==> src/rtl/accel_trig_pkg.sv <==
// Shared types and default parameters for the accelerator trigger.
package accel_trig_pkg;

    typedef enum logic [1:0] {
        IDLE,
        REQ,
        REL
    } trig_state_t;

    localparam int TRIG_CNT_W   = 4;
    localparam int TRIG_TO_W    = 16;
    localparam int TRIG_TIMEOUT = 1024;

endpackage

==> src/rtl/accel_trigger_if.sv <==
// Event, handshake and status bundle between the timer side and the trigger.
interface accel_trigger_if #(
    parameter int CNT_W = accel_trig_pkg::TRIG_CNT_W,
    parameter int TO_W  = accel_trig_pkg::TRIG_TO_W
);

    logic             pulse_in;
    logic             clr;
    logic             ack;
    logic             req;
    logic             busy;
    logic [CNT_W-1:0] pending;
    logic             overflow;
    logic             timeout;
    logic [TO_W-1:0]  last_latency;

    modport master (
        output pulse_in, clr, ack,
        input  req, busy, pending, overflow, timeout, last_latency
    );

    modport slave (
        input  pulse_in, clr, ack,
        output req, busy, pending, overflow, timeout, last_latency
    );

endinterface

==> src/rtl/pulse_edge_det.sv <==
// Registered rising-edge detector; a level high out of reset counts as an edge.
module pulse_edge_det (
    input  logic clk,
    input  logic rst_n,
    input  logic pulse,
    output logic pulse_edge
);

    logic pulse_d;

    always_ff @(posedge clk or negedge rst_n) begin
        if (!rst_n) begin
            pulse_d <= 1'b0;
        end else begin
            pulse_d <= pulse;
        end
    end

    assign pulse_edge = pulse & ~pulse_d;

endmodule

==> src/rtl/accel_trigger.sv <==
// Turns timer pulses into queued four-phase req/ack handshakes with a watchdog.
module accel_trigger
    import accel_trig_pkg::*;
#(
    parameter int CNT_W   = TRIG_CNT_W,
    parameter int TO_W    = TRIG_TO_W,
    parameter int TIMEOUT = TRIG_TIMEOUT
) (
    input  logic            clk,
    input  logic            rst_n,
    accel_trigger_if.slave  bus
);

    localparam logic [CNT_W-1:0] PEND_MAX = '1;
    localparam logic [TO_W-1:0]  CNT_MAX  = '1;
    localparam logic [TO_W-1:0]  TO_LIM   = TO_W'(TIMEOUT);

    trig_state_t      state_q, state_d;
    logic             req_q, req_d;
    logic [TO_W-1:0]  cnt_q, cnt_d;
    logic [CNT_W-1:0] pend_q, pend_d;
    logic             ovf_q, ovf_d;
    logic             to_q, to_d;
    logic [TO_W-1:0]  lat_q, lat_d;
    logic             rise;
    logic             launch;

    pulse_edge_det u_edge (
        .clk        (clk),
        .rst_n      (rst_n),
        .pulse      (bus.pulse_in),
        .pulse_edge (rise)
    );

    always_ff @(posedge clk or negedge rst_n) begin
        if (!rst_n) begin
            state_q <= IDLE;
            req_q   <= 1'b0;
            cnt_q   <= '0;
            pend_q  <= '0;
            ovf_q   <= 1'b0;
            to_q    <= 1'b0;
            lat_q   <= '0;
        end else begin
            state_q <= state_d;
            req_q   <= req_d;
            cnt_q   <= cnt_d;
            pend_q  <= pend_d;
            ovf_q   <= ovf_d;
            to_q    <= to_d;
            lat_q   <= lat_d;
        end
    end

    always_comb begin
        state_d = state_q;
        req_d   = req_q;
        cnt_d   = cnt_q;
        pend_d  = pend_q;
        ovf_d   = ovf_q;
        to_d    = to_q;
        lat_d   = lat_q;
        launch  = 1'b0;
        if (bus.clr) begin
            state_d = IDLE;
            req_d   = 1'b0;
            pend_d  = '0;
            ovf_d   = 1'b0;
            to_d    = 1'b0;
            lat_d   = '0;
        end else begin
            unique case (state_q)
                IDLE: begin
                    if ((pend_q != '0 || rise) && !bus.ack) begin
                        state_d = REQ;
                        req_d   = 1'b1;
                        cnt_d   = TO_W'(1);
                        launch  = 1'b1;
                    end
                end
                REQ: begin
                    // ack wins over an expiring watchdog on the same edge
                    if (bus.ack) begin
                        state_d = REL;
                        req_d   = 1'b0;
                        lat_d   = cnt_q;
                    end else if (cnt_q == TO_LIM) begin
                        state_d = IDLE;
                        req_d   = 1'b0;
                        to_d    = 1'b1;
                    end else if (cnt_q != CNT_MAX) begin
                        cnt_d = cnt_q + TO_W'(1);
                    end
                end
                REL: begin
                    if (!bus.ack) begin
                        state_d = IDLE;
                    end
                end
                default: begin
                    state_d = IDLE;
                    req_d   = 1'b0;
                end
            endcase
            if (rise && !launch) begin
                if (pend_q == PEND_MAX) begin
                    ovf_d = 1'b1;
                end else begin
                    pend_d = pend_q + CNT_W'(1);
                end
            end else if (!rise && launch) begin
                pend_d = pend_q - CNT_W'(1);
            end
        end
    end

    assign bus.req          = req_q;
    assign bus.busy         = (state_q != IDLE);
    assign bus.pending      = pend_q;
    assign bus.overflow     = ovf_q;
    assign bus.timeout      = to_q;
    assign bus.last_latency = lat_q;

endmodule

==> src/flat_wrapper.sv <==
// flat-port wrapper written by rule: the top's interface ports become plain ports
module accel_trigger_flat import accel_trig_pkg::*;
#(
    parameter int CNT_W   = TRIG_CNT_W,
    parameter int TO_W    = TRIG_TO_W,
    parameter int TIMEOUT = TRIG_TIMEOUT
)
  (clk, rst_n, bus_pulse_in, bus_clr, bus_ack, bus_req, bus_busy, bus_pending, bus_overflow, bus_timeout, bus_last_latency);
  accel_trigger_if #(.CNT_W(CNT_W), .TO_W(TO_W)) bus_i ();
  input  logic clk;
  input  logic rst_n;
  input wire logic [$bits(bus_i.pulse_in)-1:0] bus_pulse_in;
  input wire logic [$bits(bus_i.clr)-1:0] bus_clr;
  input wire logic [$bits(bus_i.ack)-1:0] bus_ack;
  output wire logic [$bits(bus_i.req)-1:0] bus_req;
  output wire logic [$bits(bus_i.busy)-1:0] bus_busy;
  output wire logic [$bits(bus_i.pending)-1:0] bus_pending;
  output wire logic [$bits(bus_i.overflow)-1:0] bus_overflow;
  output wire logic [$bits(bus_i.timeout)-1:0] bus_timeout;
  output wire logic [$bits(bus_i.last_latency)-1:0] bus_last_latency;
  assign bus_i.pulse_in = bus_pulse_in;
  assign bus_i.clr = bus_clr;
  assign bus_i.ack = bus_ack;
  assign bus_req = bus_i.req;
  assign bus_busy = bus_i.busy;
  assign bus_pending = bus_i.pending;
  assign bus_overflow = bus_i.overflow;
  assign bus_timeout = bus_i.timeout;
  assign bus_last_latency = bus_i.last_latency;
  accel_trigger #(.CNT_W(CNT_W), .TO_W(TO_W), .TIMEOUT(TIMEOUT)) u_core (.clk(clk), .rst_n(rst_n), .bus(bus_i));
endmodule
==> config.mk <==
export PLATFORM = sky130hd
export DESIGN_NAME = accel_trigger_flat
export DESIGN_NICKNAME = d
export VERILOG_FILES = /design/src/rtl/accel_trig_pkg.sv /design/src/rtl/accel_trigger_if.sv /design/src/rtl/pulse_edge_det.sv /design/src/rtl/accel_trigger.sv /design/src/flat_wrapper.sv
export SDC_FILE = /design/constraint.sdc
export NUM_CORES = 1
export LEC_CHECK = 0
export BUFFER_PORTS_ARGS = -buffer_cell sky130_fd_sc_hd__buf_2
export CAP_MARGIN = 5
export CORE_UTILIZATION = 40
export DETAILED_ROUTE_END_ITERATION = 10
export PLACE_DENSITY = 0.68
export SYNTH_ARGS = -nofsm -noshare
export SYNTH_HDL_FRONTEND = slang
export SYNTH_SLANG_ARGS = --single-unit
==> constraint.sdc <==
create_clock -name clk -period 1.9 [get_ports clk]
set_input_delay 0.285 -clock clk [delete_from_list [all_inputs] [get_ports clk]]
set_output_delay 0.285 -clock clk [all_outputs]
set_load 0.01 [all_outputs]
# [Word level (Yosys, flattened, before mapping)]
# Index checks and enable logic that the tools add are counted.
[totals] register_bits=42 latch_bits=0 ramBits=0 mem_bits_ro=0 in_bits=5 out_inout_bits=24 wordCells=86 memories=0
[classes] add_sub_neg=3 n_mul=0 div_mod_pow=0 magnitude_cmp=0 eq_ne=15 n_shift=0 mux=33 bitwise_logic=3 reduce_logical=24
[ops] operator="2-to-1 mux 16 bit" n=7
[ops] operator="one-hot mux 16 bit (2 select lines)" n=1
[ops] operator="adder 16 x 1 -> 16 bit, second input constant" n=1
[ops] operator="equality test 16 x 11 -> 1 bit, second input constant" n=1
[ops] operator="2-to-1 mux 4 bit" n=4
[ops] operator="inequality test 16 bit, second input constant" n=1
[ops] operator="2-to-1 mux 1 bit" n=14
[ops] operator="nonzero test 2 bit" n=7
[ops] operator="2-to-1 mux 2 bit" n=5
[ops] operator="AND reduction 3 bit" n=3
[ops] operator="inequality test 2 bit, second input constant" n=4
[ops] operator="inequality test 3 bit, second input constant" n=2
[ops] operator="one-hot mux 2 bit (3 select lines)" n=1
[ops] operator="AND reduction 2 bit" n=3
[ops] operator="AND reduction 6 bit" n=1
[ops] operator="adder 4 x 1 -> 4 bit, second input constant" n=1
[ops] operator="equality test 4 bit, second input constant" n=1
[ops] operator="inequality test 2 x 1 -> 1 bit, second input constant" n=2
[ops] operator="inequality test 4 x 3 -> 1 bit, second input constant" n=1
[ops] operator="nonzero test 4 bit" n=1
[ops] operator="subtractor 4 x 1 -> 4 bit, second input constant" n=1
[ops] operator="logical AND 1 bit" n=3
[ops] operator="logical NOT 1 bit" n=3
[ops] operator="inequality test 3 x 2 -> 1 bit, second input constant" n=1
[ops] operator="8 further kinds" n=9

# [Logic depth before layout (Yosys ltp)]
# Gate-level depths: netlist of run 1.
[logic_depth] depth_word=11 ltp_mapped=9 depth_no_buf=9

# [Cells and area by module]
# A second synthesis of run 1 with hierarchy kept.
[unflattened] cells_unflattened=205 area_unflattened_um2=2110.8
[by_module_without_submodules] mod="accel_trigger" n_inst=1 cells_per_inst=203 area_per_inst_um2=2072.0 seq_area_each_um2=1026.0
[by_module_without_submodules] mod="pulse_edge_det" n_inst=1 cells_per_inst=2 area_per_inst_um2=38.8 seq_area_each_um2=25.0

# [Least setup slack after synthesis of run 1]
# Ideal clock, no wire load.
[synth_timing] kind="reg2reg" startpoint="register u_core.u_edge.pulse_d" endpoint="register u_core.pend_q[3], in the netlist u_core.bus.pending[3]" setup_time_ns=0.078 arrival_time_ns=1.976 setup_slack_ns=-0.154 stages_incl_launch_ff=10 n_path_buf=0 synth_period_minus_slack_ns=2.054 path_cell_list="dfrtp_1 -> nand2b_1 -> nor2_1 -> inv_1 -> ha_1 -> a21o_1 -> a21oi_1 -> xnor2_1 -> or3_1 -> a21oi_1"
[synth_via] elab_chain_len=11
[synth_rtl] element="start: declaration" line="pulse_edge_det.sv:9" rtl="logic pulse_d;"
[synth_rtl] element="start signal: assignment" line="pulse_edge_det.sv:15" rtl="pulse_d <= pulse;"
[synth_rtl] element="inverter 1 bit *" line="pulse_edge_det.sv:19" rtl="assign pulse_edge = pulse & ~pulse_d;"
[synth_rtl] element="AND 1 bit *" line="pulse_edge_det.sv:19"
[synth_rtl] element="logical OR 1 bit" line="accel_trigger.sv:74" rtl="if ((pend_q != '0 || rise) && !bus.ack) begin"
[synth_rtl] element="logical AND 1 bit" line="accel_trigger.sv:74"
[synth_rtl] element="2-to-1 mux 1 bit" line="accel_trigger.sv:74"
[synth_rtl] element="2-to-1 mux 1 bit" line="accel_trigger.sv:72" rtl="unique case (state_q)"
[synth_rtl] element="2-to-1 mux 1 bit" line="accel_trigger.sv:64" rtl="if (bus.clr) begin"
[synth_rtl] element="logical NOT 1 bit" line="accel_trigger.sv:105" rtl="if (rise && !launch) begin"
[synth_rtl] element="logical AND 1 bit" line="accel_trigger.sv:105"
[synth_rtl] element="inequality test 3 bit (no line) (tied with other cells)"
[synth_rtl] element="AND reduction 2 bit (no line) or 2-to-1 mux 4 bit (tied branches)"
[synth_rtl] element="end signal: assignment" line="accel_trigger.sv:48" rtl="pend_q <= pend_d;"
[synth_rtl] element="end: declaration" line="accel_trigger.sv:21" rtl="logic [CNT_W-1:0] pend_q, pend_d;"
# Mark *: on every way between the ends. The rest lies on a longest branch, timed or not. The select of a mux whose other input is x is not followed.
# A chain may end at the register's enable or synchronous reset.

# [Final worst setup path of run 1]
[layout_timing] startpoint="register u_core.cnt_q[1]" endpoint="register u_core.cnt_q[11]"
[layout_via] elab_chain_len=5
[layout_rtl] element="start: declaration" line="accel_trigger.sv:20" rtl="logic [TO_W-1:0] cnt_q, cnt_d;"
[layout_rtl] element="start signal: assignment" line="accel_trigger.sv:47" rtl="cnt_q <= cnt_d;"
[layout_rtl] element="adder 16 x 1 -> 16 bit" line="accel_trigger.sv:92" rtl="cnt_d = cnt_q + TO_W'(1);"
[layout_rtl] element="2-to-1 mux 16 bit" line="accel_trigger.sv:91" rtl="end else if (cnt_q != CNT_MAX) begin"
[layout_rtl] element="2-to-1 mux 16 bit" line="accel_trigger.sv:87" rtl="end else if (cnt_q == TO_LIM) begin"
[layout_rtl] element="2-to-1 mux 16 bit" line="accel_trigger.sv:83" rtl="if (bus.ack) begin"
[layout_rtl] element="one-hot mux 16 bit (2 select lines)" line="accel_trigger.sv:72"
# Several ways; a longest one is shown, not always the timed one. The select of a mux whose other input is x is not followed.

==> results of run 1 <==
==> state kept, by name (all words and copies together) (netlist names) <==
signal	count
u_core.bus.last_latency	16
u_core.bus.req	1
u_core.u_edge.pulse_d	1
u_core.bus.pending	4
u_core.bus.overflow	1
u_core.state_q	2
u_core.cnt_q	16
u_core.bus.timeout	1
==> final timing paths <==
kind,start,endpoint
worst min register to register,u_core.bus.last_latency[3],u_core.bus.last_latency[3]
worst max register to register,u_core.cnt_q[1],u_core.cnt_q[11]
worst min-delay path,rst_n,u_core.cnt_q[12]
min in group clk,bus_pulse_in,u_core.u_edge.pulse_d
max in group asynchronous,rst_n,u_core.bus.last_latency[4]
worst max-delay path,u_core.cnt_q[1],u_core.cnt_q[11]
==> synthesized netlist by cell type (6+ instances only) <==
master | count | area [µm²]
dfrtp_1 | 42 | 1050
a21oi_1 | 16 | 80.1
a22o_1 | 16 | 140
nor2_1 | 13 | 48.8
nand2_1 | 10 | 37.5
o31ai_1 | 10 | 75.1
inv_1 | 8 | 30.0
nand4_1 | 8 | 50.1
or4_1 | 8 | 60.1
nand3_1 | 7 | 35.0
o21ai_0 | 7 | 35.0
nor3_1 | 6 | 30.0
==> metrics by stage <==
| step | TNS, ns | std cells | power [mW] |
|---|---|---|---|
| floorplan | -0.00470 | 208 | 1.57 |
| finish | -1.03 | 352 | 2.86 |
| global route | -1.92 | 352 | 3.03 |
| detailed placement | -2.13 | 332 | 1.89 |
| CTS | -0.623 | 344 | 2.65 |
| global placement | -1.29 | 332 | 1.87 |
==> power breakdown <==
part / leakage, nW / switching [mW] / internal, mW
Clock: 0.0504 / 0.335 / 0.391
Combinational: 0.746 / 0.505 / 0.509
Sequential: 0.569 / 0.133 / 0.984
==> repair_timing <==
item / 4_1_cts / 5_1_grt
buffers inserted: 4 / 7
pin swaps: 4 / 13
gates resized for setup: 9 / 42
hold buffers: 0 / 0
setup endpoints to repair: 33 / 18
gates cloned: 0 / 1
==> per-layer routing <==
layer / global-route usage (%) / routed length [µm] / vias up
li1: - / - / 936
met1: 25.8 / 2380 / 982
met2: 32.7 / 2870 / 60
met3: 4.02 / 222 / 16
met4: 7.97 / 165 / 0
met5: 0 / 0 / -
==> cell type report <==
cell class,instances,area [µm²]
Multi-Input combinational cell,147,1200
Clock buffer,5,68.8
Tap cell,70,87.6
Sequential cell,42,1050
Clock inverter,3,45.0
Timing Repair Buffer,77,548
Inverter,8,30.0
Fill cell,424,2070
==> logic make-up after synthesis <==
logic type      after synthesis
simple gates                 77
xor+xnor                      3
buf+inv                      19
fa+ha+maj                     5
flops                        42
mux                           2
compound gates               60
==> summary.txt, run 1 <==
Commonest non-fill, non-tap cell in the layout: buf_4
Commonest non-fill, non-tap cells in the layout: buf_4, dfrtp_1, buf_2, a22o_1, nor2_1
Port Buf Inserts: 28
Design Area, Final: 3040 µm²
Via density per instance: 5.66
Kind of cell adding the most delay to the critical path: simple AND/OR/NAND/NOR gates
Final hold violation count: 0
Seq cells post-synth: 42
Largest family of logic cells by synthesized area: simple AND/OR/NAND/NOR gates
Final WL: 5.64 mm
WP data arrival: 2.25 ns
Clock Sinks: 42
Core Util, Final: 59.5%
DP Worst Slack: -0.116 ns
Netlist Area Pre-Place: 2130 µm²
Distinct cells, synth: 43
Worst path depth: 8
Max-Cap Viols: 0
R2r setup slk: -0.11 ns
Synth Area in XOR/XNOR: 1.23%
Largest net degree at the start of global routing: 32
Grt total ovfl: 0
Synth Area in Compound Gates: 19.9%
Async S/R FF share, synth: 100%
Status: finished with violations
CTS buffer count: 5
HPWL Detailed: 3.75 mm
Row Count: 26
Worst Hold Class: input port to async pin
Min Clock Period, post-route: 2.01 ns
Initial antenna violation count: 0
Worst-path clk slew: 0.09 ns
1st-iter DRT viols: 179
Vias in the first global route: 1777
Crit path cell chain: inv_1 > ha_4 > nor3b_2 > nand4_1 > a31oi_4 > buf_6 > or4_4 > a21oi_2
Slew headroom: 53.9%
Clock root buffer: clkbuf_8
Ports: 29
Post-Synth Simple-Gate Area: 20.9%
Layout net count: 291
Insertion delay to the later sink of the worst-skew pair: 0.31 ns
Worst Path Buf+Inv: 2
CTS tree: done
DR WL/cell: 16.0 µm
First-pass GRT wire length: 8.42 mm
Htree depth: 2
Placer congestion estimate: 0.890
Crit path launch type: flip-flop
Final ANT Viol Nets: 0
Initial Util: 41.7%
Antenna fix cells: 0
Core region area: 5110 µm²
Post-synthesis cell count: 208
Chip width: 74.9 µm
WHS: 0.0103 ns
Sequential share of the synthesized area: 49.4%
Skew final: 0.00740 ns
Maximum vdd drop: 0.000434 V
Unrepaired setup endpoints after global routing: yes
Slowest-stage cell, CP: or4_4
Worst-Margin Slew: 0.691 ns
Post-Synth Adder-Cell Area: 3.29%
Gr usage total: 19.9%
Final setup vio count: 13
Peak Freq: 0.498 GHz
Pwr dens: 940 nW/µm²
Crit Path Max Fanout: 5
Crit Path Class: flip-flop to flip-flop
Final setup margin: -0.108 ns
DRC Markers: 0
Die Y: 74.9 µm
Synth Flop Type: dfrtp_1
Post-synthesis mux area share: 0.941%
Worst EP required: 2.14 ns
Final Cycle Share: 106%
Layout cells sized above 1: 47.9%
Final slew viol count: 0
Post-synth EDFFs: 0
Avg Cell Area, Syn: 10.2 µm²
Leakage: 1.37 nW
Clock Path Buffers: 2
Failing checks: negative setup slack
DR pass1 iterations: 5
DR vias: 1994
Area growth syn-to-layout: 42.7%
Synth warn: 0
Critical Path Max Stage Delay: 0.51 ns
CP endpoint kind: flip-flop
Post-Syn Nets: 218
Post-DP Area: 2630 µm²
FF-to-FF path depth: 8
Die footprint: 5620 µm²
Power figures use the tool's default switching activity.
==> inputs of run 2 (changes only) <==
- BUFFER_PORTS_ARGS: -buffer_cell sky130_fd_sc_hd__buf_2 -> -buffer_cell sky130_fd_sc_hd__buf_4
- PLACE_DENSITY: 0.68 -> 0.66
- clock period: 1.9 -> 2.4 ns (I/O delays scaled with it)
==> summary.txt, run 2 (synthesis gave the netlist of run 1 again) <==
Port Buf Inserts: 28 (unchanged)
Layout cells sized above 1: 23.6% (was 47.9%)
Post-DP Area: 2460 µm² (was 2630 µm²)
CTS buffer count: 5 (unchanged)
Unrepaired setup endpoints after global routing: no (was yes)
Leakage: 1.14 nW (was 1.37 nW)
Sequential share of power: 46.6% (was 39.1%)
Commonest non-fill, non-tap cells in the layout: dfrtp_1, buf_4, a21oi_1, a22o_1, nor2_1 (was buf_4, dfrtp_1, buf_2, a22o_1, nor2_1)
# hold bufs at CTS: 0 (unchanged)
Switching power of the nets: 0.635 mW (was 0.972 mW)
Core region area: 5110 µm² (unchanged)
Clock Path Buffers: 2 (unchanged)
Ports: 29 (unchanged)
Insertion delay to the later sink of the worst-skew pair: 0.30 ns (was 0.31 ns)
Final WL: 4.59 mm (was 5.64 mm)
Largest net degree at the start of global routing: 43 (was 32)
Setup tns final: 0 ns (was -1.03 ns)
Pwr dens: 731 nW/µm² (was 940 nW/µm²)
Final slew viol count: 0 (unchanged)
DR WL/cell: 14.5 µm (was 16.0 µm)
Worst EP required: 2.62 ns (was 2.14 ns)
Via density per instance: 5.70 (was 5.66)
Antenna fix cells: 0 (unchanged)
Crit path launch type: flip-flop (unchanged)
Final setup vio count: 0 (was 13)
Final hold violation count: 0 (unchanged)
Commonest non-fill, non-tap cell in the layout: dfrtp_1 (was buf_4)
Area growth syn-to-layout: 20.0% (was 42.7%)
Slew headroom: 61.7% (was 53.9%)
Vias in the first global route: 1690 (was 1777)
Chip width: 74.9 µm (unchanged)
Clk pwr share: 23.9% (was 25.4%)
Post-placement cell count: 308 (was 332)
WHS: 0.0441 ns (was 0.0103 ns)
Die footprint: 5620 µm² (unchanged)
Peak Freq: 0.478 GHz (was 0.498 GHz)
Design Area, Final: 2550 µm² (was 3040 µm²)
First-pass GRT wire length: 7.91 mm (was 8.42 mm)
Crit Path Max Fanout: 8 (was 5)
DRC Markers: 0 (unchanged)
Gr usage total: 18.6% (was 19.9%)
Initial antenna violation count: 0 (unchanged)
Final setup margin: 0.307 ns (was -0.108 ns)
1st-iter DRT viols: 136 (was 179)
Min Clock Period, post-route: 2.09 ns (was 2.01 ns)
Grt total ovfl: 0 (unchanged)
Switch share: 34.0% (about the same)
Initial Util: 41.7% (unchanged)
Htree depth: 2 (unchanged)
Max-Cap Viols: 0 (unchanged)
Clock root buffer: clkbuf_8 (unchanged)
Worst-Margin Slew: 0.571 ns (was 0.691 ns)
Worst-path clk slew: 0.08 ns (was 0.09 ns)
Worst Hold Class: input port to async pin (unchanged)
P_int: 1.23 mW (was 1.88 mW)
Clock Sinks: 42 (unchanged)
Die Y: 74.9 µm (unchanged)
Fin cells: 316 (was 352)
Final Cycle Share: 87.2% (was 106%)
CTS tree: done (unchanged)
CP endpoint kind: flip-flop (unchanged)
Placer congestion estimate: 0.878 (was 0.890)
WP data arrival: 2.32 ns (was 2.25 ns)
Fillers: 480 (was 424)
Gate power share: 29.5% (was 35.5%)
DR pass1 iterations: 4 (was 5)
Layout net count: 255 (was 291)
Maximum vdd drop: 0.000431 V (was 0.000434 V)
Status: completed (was finished with violations)
Final ANT Viol Nets: 0 (unchanged)
Row Count: 26 (unchanged)
DR vias: 1802 (was 1994)
HPWL Detailed: 3.28 mm (was 3.75 mm)
Skew final: 0.00641 ns (was 0.00740 ns)
DP Worst Slack: 0.192 ns (was -0.116 ns)
Crit Path Class: flip-flop to flip-flop (unchanged)
run 2: layer usage:
layer	global-route usage, %	routed length, µm	vias up
li1	-	-	862
met3	3.61	216	9
met1	25.6	2130	885
met4	6.71	66	0
met2	29.3	2180	46
met5	0	0	-
run 2: timing repair:
item	CTS	global route
resized for setup	0	1
endpoints found under the setup margin	0	1
buffers inserted	0	0
run 2: cell type report:
class                           instances  area (µm²)  area share, %
Multi-Input combinational cell        147         991           38.8
Sequential cell                        42        1050           41.2
Tap cell                               70        87.6           3.43
Timing Repair Buffer                   41         308           12.1
Inverter                                8        30.0           1.18
Clock inverter                          2        13.8          0.539
Clock buffer                            6        72.6           2.84
run 2: path summary, 6_finish.rpt:
kind	start	endpoint	slack, ns	depth (start not counted)
setup / recovery	u_core.state_q[1]	u_core.bus.pending[3]	0.31	9
hold / removal	rst_n	u_core.bus.last_latency[4]	0.04	1
setup reg to reg	u_core.state_q[1]	u_core.bus.pending[3]	0.31	9
hold reg to reg	u_core.bus.last_latency[5]	u_core.bus.last_latency[5]	0.51	1
max in group asynchronous	rst_n	u_core.bus.timeout	2.00	1
min in group clk	bus_pulse_in	u_core.u_edge.pulse_d	0.18	1
run 2: metrics by stage:
stage / util [%] / power (mW)
floorplan: - / 1.22
global placement: 48.2 / 1.42
detailed placement: 48.2 / 1.43
CTS: 49.9 / 1.88
global route: 50.0 / 2.00
finish: 50.0 / 1.87
run 2: critical path: stages, from the launching register on:
cell,delay (ns)
dfrtp_1,0.46
nor3_2,0.26
nor2_1,0.08
inv_1,0.09
ha_1,0.22
a21o_1,0.18
a21oi_1,0.18
xnor2_1,0.10
or3_1,0.31
a21oi_1,0.14
run 2: power groups by stage:
stage / clock, mW / combinational (mW) / sequential (mW)
finish: 0.447 / 0.550 / 0.870
global route: 0.499 / 0.623 / 0.881
CTS: 0.462 / 0.553 / 0.867
detailed placement: 0 / 0.549 / 0.881
global placement: 0 / 0.536 / 0.880
floorplan: 0 / 0.348 / 0.876
==> inputs of run 3 (changes only) <==
- CORE_ASPECT_RATIO: unset -> 1.5
==> summary.txt, run 3 (synthesis gave the netlist of run 1 again) <==
Htree depth: 2 (unchanged)
Layout net count: 250 (was 255)
FF/Latch Area: 1050 µm² (unchanged)
Sequential share of power: 47.3% (was 46.6%)
Initial Util: 41.5% (was 41.7%)
Initial antenna violation count: 0 (unchanged)
Worst-path clk slew: 0.08 ns (about the same)
Final slew viol count: 0 (unchanged)
Chip width: 61.6 µm (was 74.9 µm)
DRC Markers: 0 (unchanged)
Area growth syn-to-layout: 18.1% (was 20.0%)
Post CTS Setup Buffer Count: 0 (unchanged)
Clock Sinks: 42 (unchanged)
Critical R2R Launch: u_core.state_q[1] (unchanged)
Die Y: 91.3 µm (was 74.9 µm)
Min Clock Period, post-route: 2.11 ns (was 2.09 ns)
Worst EP required: 2.62 ns (about the same)
Clock Path Buffers: 2 (unchanged)
Final setup vio count: 0 (unchanged)
Post-CTS sizing: 0 (unchanged)
Worst Setup SP: u_core.state_q[1] (unchanged)
Grt total ovfl: 0 (unchanged)
Max Used Layer: met4 (unchanged)
Commonest non-fill, non-tap cell in the layout: dfrtp_1 (unchanged)
Ports: 29 (unchanged)
Crit Path Class: flip-flop to flip-flop (unchanged)
Kind of cell adding the most delay to the critical path: simple AND/OR/NAND/NOR gates (unchanged)
Worst-Margin Slew: 1.15 ns (was 0.571 ns)
Gate power share: 27.7% (was 29.5%)
Insertion delay to the later sink of the worst-skew pair: 0.29 ns (was 0.30 ns)
Peak Freq: 0.473 GHz (was 0.478 GHz)
Antenna fix cells: 0 (unchanged)
1st-iter DRT viols: 91 (was 136)
Final ANT Viol Nets: 0 (unchanged)
Slew headroom: 23.1% (was 61.7%)
WHS: 0.0456 ns (was 0.0441 ns)
Clock root buffer: clkbuf_8 (unchanged)
Area of the multi-input gates: 986 µm² (was 991 µm²)
Placer congestion estimate: 0.866 (was 0.878)
Final WL: 4.62 mm (was 4.59 mm)
Gr usage total: 18.4% (was 18.6%)
Clk pwr share: 25.0% (was 23.9%)
Leakage: 1.11 nW (was 1.14 nW)
WP data arrival: 2.33 ns (was 2.32 ns)
Crit path launch type: flip-flop (unchanged)
Switch share: 33.2% (was 34.0%)
Worst Path Buf+Inv: 1 (unchanged)
DR vias: 1752 (was 1802)
DR WL/cell: 14.9 µm (was 14.5 µm)
Vias in the first global route: 1662 (was 1690)
Final hold violation count: 0 (unchanged)
Pwr dens: 739 nW/µm² (was 731 nW/µm²)
Unrepaired setup endpoints after global routing: no (unchanged)
Max-Cap Viols: 0 (unchanged)
CTS buffer count: 5 (unchanged)
Commonest non-fill, non-tap cells in the layout: dfrtp_1, buf_4, a21oi_1, a22o_1, nor2_1 (unchanged)
Layout cells sized above 1: 21.6% (was 23.6%)
HPWL Detailed: 3.27 mm (was 3.28 mm)
Port Buf Inserts: 28 (unchanged)
M1 WL: 2.01 mm (was 2.13 mm)
# hold bufs at CTS: 0 (unchanged)
Design Area, Final: 2510 µm² (was 2550 µm²)
Status: completed (unchanged)
CTS tree: done (unchanged)
CP endpoint kind: flip-flop (unchanged)
Largest net degree at the start of global routing: 43 (unchanged)
DR pass1 iterations: 5 (was 4)
Post-DP Area: 2420 µm² (was 2460 µm²)
CP most frequent cell: a21oi_1 (unchanged)
Crit path cell chain: nor3_1 > nor2_1 > inv_1 > ha_1 > a21o_1 > a21oi_1 > xnor2_1 > or3_1 > a21oi_1 (was nor3_2 > nor2_1 > inv_1 > ha_1 > a21o_1 > a21oi_1 > xnor2_1 > or3_1 > a21oi_1)
Fillers: 509 (was 480)
Critical Path Max Stage Delay: 0.46 ns (about the same)
Final Cycle Share: 88.0% (was 87.2%)
Die footprint: 5620 µm² (about the same)
Metal3 WL: 149 µm (was 216 µm)
Core region area: 5120 µm² (was 5110 µm²)
Total Power: 1.86 mW (was 1.87 mW)
Via density per instance: 5.67 (was 5.70)
Skew final: 0.00331 ns (was 0.00641 ns)
Crit Path Max Fanout: 8 (unchanged)
Maximum vdd drop: 0.000417 V (was 0.000431 V)
Setup tns final: 0 ns (unchanged)
Switching power of the nets: 0.617 mW (was 0.635 mW)
First-pass GRT wire length: 7.87 mm (was 7.91 mm)
Slowest-stage cell, CP: dfrtp_1 (unchanged)
P_int: 1.24 mW (was 1.23 mW)
WL met2: 2.39 mm (was 2.18 mm)
Worst Hold Class: input port to async pin (unchanged)
Row Count: 32 (was 26)
==> run 3: cell count changes in the layout (fill, tap and decap cells not counted) <==
cell | previous run | this run
nor3_2 | 1 | 0
clkbuf_8 | 5 | 6
nor3_1 | 5 | 6
clkinv_4 | 1 | 0
buf_4 | 41 | 36
==> run 3: per-stage QoR <==
step | util (%) | std cells | setup slack [ns]
floorplan | - | 208 | 0.346
global placement | 47.3 | 301 | 0.291
detailed placement | 47.3 | 301 | 0.257
CTS | 49.0 | 309 | 0.281
global route | 49.0 | 309 | 0.125
finish | 49.0 | 309 | 0.287
==> run 3: path summary, 6_finish.rpt <==
check	end	slack, ns	cells after the start
max in group asynchronous	u_core.cnt_q[2]	2.01	1
min in group clk	u_core.u_edge.pulse_d	0.18	1
worst max register to register	u_core.bus.pending[3]	0.29	9
worst min-delay path	u_core.bus.last_latency[7]	0.05	1
worst min register to register	u_core.bus.last_latency[9]	0.50	1
worst max-delay path	u_core.bus.pending[3]	0.29	9
==> run 3: area by class of cell <==
cell class,instances,share of cell area [%]
Tap cell,68,3.38
Multi-Input combinational cell,147,39.2
Clock inverter,1,0.199
Timing Repair Buffer,36,10.8
Inverter,8,1.19
Sequential cell,42,41.8
Clock buffer,7,3.43
==> run 3: per-layer routing <==
metal,vias to the layer above,track usage [%]
met4,0,7.59
li1,847,-
met2,39,28.9
met5,-,0
met3,6,3.13
met1,860,24.2
==> run 3: power by group through the flow <==
stage | clock, mW | sequential [mW] | combinational (mW)
2_1_floorplan | 0 | 0.876 | 0.348
3_3_place_gp | 0 | 0.890 | 0.512
3_5_place_dp | 0 | 0.890 | 0.521
4_1_cts | 0.479 | 0.877 | 0.523
5_1_grt | 0.506 | 0.892 | 0.582
6_report | 0.464 | 0.879 | 0.515
